File: config.mk
export PLATFORM = sky130hd
export DESIGN_NAME = tribus_arbiter
export DESIGN_NICKNAME = d
export VERILOG_FILES = /design/src/rtl/tribus_arbiter.sv
export SDC_FILE = /design/constraint.sdc
export NUM_CORES = 1
export LEC_CHECK = 0
export BUFFER_PORTS_ARGS = -buffer_cell sky130_fd_sc_hd__buf_2
export CORE_MARGIN = 10
export CORE_UTILIZATION = 31
export CTS_CLUSTER_SIZE = 12
export DETAILED_ROUTE_END_ITERATION = 8
export PLACE_DENSITY = 0.52
export SLEW_MARGIN = 25
export SYNTH_ARGS = -nofsm -noshare
export SYNTH_HDL_FRONTEND = slang
export SYNTH_SLANG_ARGS = --single-unit
File: constraint.sdc
create_clock -name clk -period 2 [get_ports clk]
set_input_delay 0.5 -clock clk [delete_from_list [all_inputs] [get_ports clk]]
set_output_delay 0.5 -clock clk [all_outputs]
set_load 0.05 [all_outputs]
File: src/rtl/tribus_arbiter.sv
// Round-robin arbiter for N requesters sharing one tri-state bus.
// Grants are bounded by MAXHOLD cycles, and TURN dead cycles separate two owners.
module tribus_arbiter #(
  parameter int N       = 4,
  parameter int TURN    = 1,
  parameter int MAXHOLD = 16
) (
  input  logic                 clk,
  input  logic                 clr,
  input  logic [N-1:0]         req,
  input  logic [N-1:0]         done,
  output logic [N-1:0]         gnt,
  output logic [N-1:0]         oe,
  output logic [$clog2(N)-1:0] owner,
  output logic                 busy,
  output logic                 timeout
);

  localparam int IW = $clog2(N);

  typedef enum logic [1:0] {
    ST_IDLE = 2'd0,
    ST_OWN  = 2'd1,
    ST_TURN = 2'd2
  } state_e;

  state_e          state_q, state_d;
  logic [N-1:0]    gnt_q, gnt_d;
  logic [IW-1:0]   owner_q, owner_d;
  logic [IW-1:0]   ptr_q, ptr_d;
  logic [7:0]      cnt_q, cnt_d;
  logic [2:0]      tcnt_q, tcnt_d;
  logic            timeout_q, timeout_d;

  logic            win_found;
  logic [IW-1:0]   win_idx;
  logic            rel_vol;
  logic            rel_exp;

  // Round-robin search starting one past the last winner.
  always_comb begin
    win_found = 1'b0;
    win_idx   = '0;
    for (int i = 1; i <= N; i++) begin
      if (!win_found && req[(int'(ptr_q) + i) % N]) begin
        win_found = 1'b1;
        win_idx   = IW'((int'(ptr_q) + i) % N);
      end
    end
  end

  assign rel_vol = done[owner_q] | ~req[owner_q];
  assign rel_exp = (cnt_q == 8'(MAXHOLD - 1));

  always_comb begin
    // NOTE: every output of this block gets a default first, so no path can infer a latch.
    state_d   = state_q;
    gnt_d     = gnt_q;
    owner_d   = owner_q;
    ptr_d     = ptr_q;
    cnt_d     = cnt_q;
    tcnt_d    = tcnt_q;
    timeout_d = 1'b0;

    unique case (state_q)
      ST_IDLE: begin
        if (win_found) begin
          state_d          = ST_OWN;
          gnt_d            = '0;
          gnt_d[win_idx]   = 1'b1;
          owner_d          = win_idx;
          ptr_d            = win_idx;
          cnt_d            = '0;
        end
      end
      ST_OWN: begin
        cnt_d = cnt_q + 8'd1;
        if (rel_vol || rel_exp) begin
          state_d   = ST_TURN;
          gnt_d     = '0;
          tcnt_d    = '0;
          // A voluntary release on the expiry edge is not a timeout.
          timeout_d = rel_exp && !rel_vol;
        end
      end
      ST_TURN: begin
        if (tcnt_q == 3'(TURN - 1)) begin
          if (win_found) begin
            state_d          = ST_OWN;
            gnt_d            = '0;
            gnt_d[win_idx]   = 1'b1;
            owner_d          = win_idx;
            ptr_d            = win_idx;
            cnt_d            = '0;
          end else begin
            state_d = ST_IDLE;
          end
        end else begin
          tcnt_d = tcnt_q + 3'd1;
        end
      end
      default: begin
        state_d = ST_IDLE;
        gnt_d   = '0;
      end
    endcase
  end

  // Pointer resets to N-1 so the first search after reset starts at requester 0.
  always_ff @(posedge clk or negedge clr) begin
    if (!clr) begin
      // NOTE: sequential state uses non-blocking assignments so all flops update together.
      state_q   <= ST_IDLE;
      gnt_q     <= '0;
      owner_q   <= '0;
      ptr_q     <= IW'(N - 1);
      cnt_q     <= '0;
      tcnt_q    <= '0;
      timeout_q <= 1'b0;
    end else begin
      state_q   <= state_d;
      gnt_q     <= gnt_d;
      owner_q   <= owner_d;
      ptr_q     <= ptr_d;
      cnt_q     <= cnt_d;
      tcnt_q    <= tcnt_d;
      timeout_q <= timeout_d;
    end
  end

  assign gnt     = gnt_q;
  assign oe      = gnt_q;
  assign owner   = owner_q;
  assign busy    = (state_q == ST_OWN);
  assign timeout = timeout_q;

endmodule

# Word level (Yosys, flattened, before mapping)
# Index checks and enable logic that the tools add are counted.
# classes
muxes,49
add_sub_neg,6
n_bitwise,6
eq_ne,7
n_lt_le_gt_ge,7
reduce_logical,24
# op_table
cell,n
8-bit one-hot mux with 3 select lines,1
2-bit two-way mux,11
1-bit two-way mux,18
3-bit by 4-bit less-than comparator with 1-bit output (second input constant),4
8-bit two-way mux,2
1-bit binary-select mux with 2-bit select,6
4-bit two-way mux,3
4-bit one-hot mux with 3 select lines,1
8-bit by 1-bit adder with 8-bit output (second input constant),1
8-bit by 4-bit equality test with 1-bit output (second input constant),1
2-bit one-hot mux with 2 select lines,2
2-bit OR reduction,4
2-bit by 3-bit less-than comparator with 1-bit output (second input constant),2
3-bit two-way mux,2
2-bit inequality test (second input constant),3
2-bit one-hot mux with 3 select lines,1
3-bit one-hot mux with 2 select lines,1
2-bit AND reduction,3
3-bit AND reduction,2
1-bit logical AND,5
2-bit by 1-bit adder with 2-bit output (second input constant),2
2-bit adder (second input constant),2
1-bit bitwise AND (first input constant),4
1-bit logical NOT,4
13 further kinds,14
# word_totals
wordCells,106
ff_bits,22
in_bits,10
out_inout_bits,12

# Depth between registers and ports, before layout
# logic_depth
depth_word,23
ltp_mapped,7
mapped_depth_nobuf,6

# Least setup slack after synthesis
# OpenSTA, ideal clock, no wires.
# synth_timing
kind,register -> register
start,register state_q[1]
end,"register gnt_q[0], in the netlist gnt[0]"
n_path_buf,0
period_less_slack_ns,1.876
arrival_time_ns,1.755
path_stages_with_launch,6
setup_slack_ns,0.124
t_required_ns,1.879
cell_sequence,dfrtp_1 > nand2b_1 > clkinv_1 > o21ai_1 > o22ai_1 > a22o_1
# synth_via
elab_chain_cells,3
# synth_rtl
element,line_no,text
start: declaration,27,"state_e state_q, state_d;"
start signal: assignment,121,state_q <= state_d;
2-bit by 1-bit equality test with 1-bit output *,n/a,
net busy,15,"output logic busy,"
2-bit by 1-bit inequality test with 1-bit output (no line),n/a,
2-bit AND reduction (no line),n/a,
end signal: assignment,122,gnt_q <= gnt_d;
end: declaration,28,"logic [N-1:0] gnt_q, gnt_d;"
# Mark *: on every way through the listed nets, which the timed path passes. The rest lies on a longest branch.
# A chain may end at the register's enable or synchronous reset.

# Worst setup path in the final report
# layout_timing
start,register tcnt_q[0]
end,"register gnt_q[3], in the netlist gnt[3]"
# layout_via
elab_chain_cells,3
# layout_rtl
element,line_no,text
start: declaration,32,"logic [2:0] tcnt_q, tcnt_d;"
start signal: assignment,126,tcnt_q <= tcnt_d;
3-bit logical NOT,87,if (tcnt_q == 3'(TURN - 1)) begin
2-bit inequality test (no line),n/a,
2-bit AND reduction (no line),n/a,
# Every way passes these cells.

==> reports/metrics.yaml <==
outcome:
  status: "finished clean"
clocking:
  ctsRootBufferMaster: "clkbuf_8"
  clock-sinks: 22
  cts_tree: "yes"
  clkLatencyLatePin_ns: 0.26
  htree_num_levels: 1
  clk_pin_slew_ns: 0.08
  cts_setup_buffers: 0
  cts_hold_buf: 0
  cts-buffers-inserted: 3
  clk_path_buf_depth: 2
  cts_resized: 0
critical_path:
  cpPeakStageDelay_ns: 0.42
  cp-startpoint: "tcnt_q[0]"
  end_kind: "flip-flop"
  critical_path_arrival_ns: 1.99
  worstSetupEndpoint: "gnt[3]"
  cp_cell_sequence: "inv_1, ha_1, nand2b_1, a211oi_1, nand3_1, o2bb2ai_1"
  rrSetupSlack_ns: 0.20
  reg2regPathDepth: 6
  r2r-end: "gnt[3]"
  slowest_stage: "a211oi_1"
  worstPathRequired_ns: 2.19
  critPathKind: "reg -> reg"
  r2r_start: "tcnt_q[0]"
  start_kind: "flip-flop"
  cp_max_fo: 4
grt:
  grt_pass1_vias: 1050
  grt_pass1_wl_um: 4850
  overflow: 0
  antenna_found_initial: 0
  grt_max_degree: 23
  track_usage: 0.0894
sta:
  finalSetupViolCount: 0
  setup_slack_ns: 0.195
  setup_tns_ns: 0
  rsz0062_at_grt: "no"
  min_period_ns: 1.80
  final.setup_skew_ns: 0.00195
  slew_violations: 0
  slew-limit-headroom: 0.666
  worst_pin_slew_ns: 0.501
  fmax_mhz: 554
  fin_crit_sh: 0.902
  hold_viol: 0
place:
  numPortBuffers: 21
  gp_congestion: 0.783
  placedInstanceArea_um2: 1400
  dp_slack_ns: 0.153
  hpwl_um: 2290
  dp_cells: 200
yosys:
  synthesis.instances: 129
  synth_area_um2: 1220
  ys_ff_latch: 22
  syn_nets: 142
  synth_seq_area_share: 0.455
  ys.flop_type: "dfrtp_1"
  synth.most_common_cell: "dfrtp_1"
  synth.distinct_cells: 40
  async_flop_share: 1.00
  syn_area_per_cell_um2: 9.43
  yosys_warnings: 0
  synth_area_leaders: "dfrtp_1 (41%), nand2_1 (4.6%), dfstp_2 (4.3%)"
  yosys.area.top_type_share: 0.412
  ys_top_cells_by_count: "dfrtp_1 (20), nand2_1 (15), a21oi_1 (10), o21ai_0 (9), nor2_1 (8)"
  synth.largest_area_cell: "dfrtp_1"
  synth-edff-count: 0
routing:
  first_iter_violations: 86
  routed_wl_um: 2890
  post_drt_wl_per_cell_um: 14.2
  post_drt_via_cell_ratio: 5.15
  vias: 1051
  postRouteAntennaNets: 0
  dr.pass1.iters: 4
  drc: 0
layout:
  regArea_um2: 553
  final_cells: 204
  fin_nets: 170
  fin_area_um2: 1460
  antenna_cells: 0
  multi_input_area_um2: 599
  nFillCells: 369
  area_growth_pct: 20.0
  fin_util: 0.393
  layout-drive-gt1-share: 0.244
floorplanning:
  dieHeight_um: 82.6
  die-width_um: 82.6
  die-area_um2: 6830
  fp.coreArea_um2: 3720
  rows: 22
  initial_core_util: 0.327
  ioPinCount: 22
hold_path:
  hold_path.class: "in -> async"
power_and_ir_drop:
  leakage_nw: 0.672
  power_density_nw_per_um2: 1450
  ir_drop_uv: 619
job:
  drv_cap: 0
-- cells in the final DEF (no fill, tap or decap), types with 2 or more instances in the layout --
| cell type | count |
|---|---|
| buf_2 | 21 |
| nand3_1 | 2 |
| nor2_1 | 8 |
| buf_4 | 8 |
| xor2_1 | 2 |
| or3_1 | 2 |
| dfrtp_1 | 20 |
| o211ai_1 | 3 |
| clkbuf_8 | 4 |
| or2b_1 | 2 |
| dfstp_2 | 2 |
| nand2b_1 | 7 |
| o2bb2ai_1 | 3 |
| ha_1 | 3 |
| o21a_1 | 2 |
| a21oi_1 | 10 |
| nand2_1 | 15 |
| o21ai_0 | 9 |
| nor3_1 | 2 |
| inv_1 | 6 |
| a22o_1 | 2 |
| and2_1 | 2 |
| or4_1 | 2 |
| nor4_1 | 2 |
-- sequential cells by signal, indices dropped and copies added (netlist names) --
register,count
ptr_q,2
tcnt_q,3
timeout,1
owner,2
state_q,2
gnt,4
cnt_q,8
-- worst max-delay path, delay by kind of cell, from the launching register on --
kind | cells | cell delay, ns
adder cells (fa/ha/maj) | 1 | 0.20
buffers and inverters | 1 | 0.11
AND/OR/NAND/NOR | 2 | 0.39
AO/OA/AOI/OAI | 2 | 0.62
flip-flops | 1 | 0.40
-- routing by layer --
layer / share of wire / GRT usage / up-vias
li1: - / - / 519
met1: 0.44 / 0.108 / 513
met2: 0.49 / 0.146 / 17
met3: 0.057 / 0.0302 / 2
met4: 0.0073 / 0.0301 / 0
met5: 0 / 0 / -
-- power breakdown --
group	internal [mW]	switching, mW	total [mW]
Sequential	0.577	0.108	0.685
Clock	0.175	0.141	0.317
Combinational	0.339	0.775	1.11
Total	1.09	1.02	2.11
-- per-stage QoR --
step | hold slack [ns] | total power, mW
after global placement | 0.491 | 1.81
after detailed placement | 0.496 | 1.82
after global routing | 0.220 | 2.27
final | 0.198 | 2.11
after floorplan | 0.204 | 1.49
after CTS | 0.220 | 2.14
-- cells by family after synthesis --
family / after synthesis / share of synthesized area
mux: 2 / 0.0267
xor+xnor: 3 / 0.0216
buf+inv: 13 / 0.0525
flops: 22 / 0.455
compound gates: 38 / 0.210
simple gates: 48 / 0.204
fa+ha+maj: 3 / 0.0309
-- worst min path at each step --
stage	startpoint	to	slack (ns)	cells after the start
finish	clr	cnt_q[2]	0.20	1
CTS	clr	owner[0]	0.22	1
detailed placement	ptr_q[1]	ptr_q[1]	0.50	2
global route	clr	cnt_q[2]	0.22	1
global placement	clr	cnt_q[3]	0.49	1
floorplan	clr	cnt_q[0]	0.20	0
-- cell type report --
cell class / count / share of cell area
multi-input combinational: 94 / 0.411
sequential: 22 / 0.379
timing repair buffer: 29 / 0.113
tap: 48 / 0.0412
clock buffer: 4 / 0.0377
inverter: 7 / 0.0180
No activity file was read; power rests on OpenSTA's default activity.
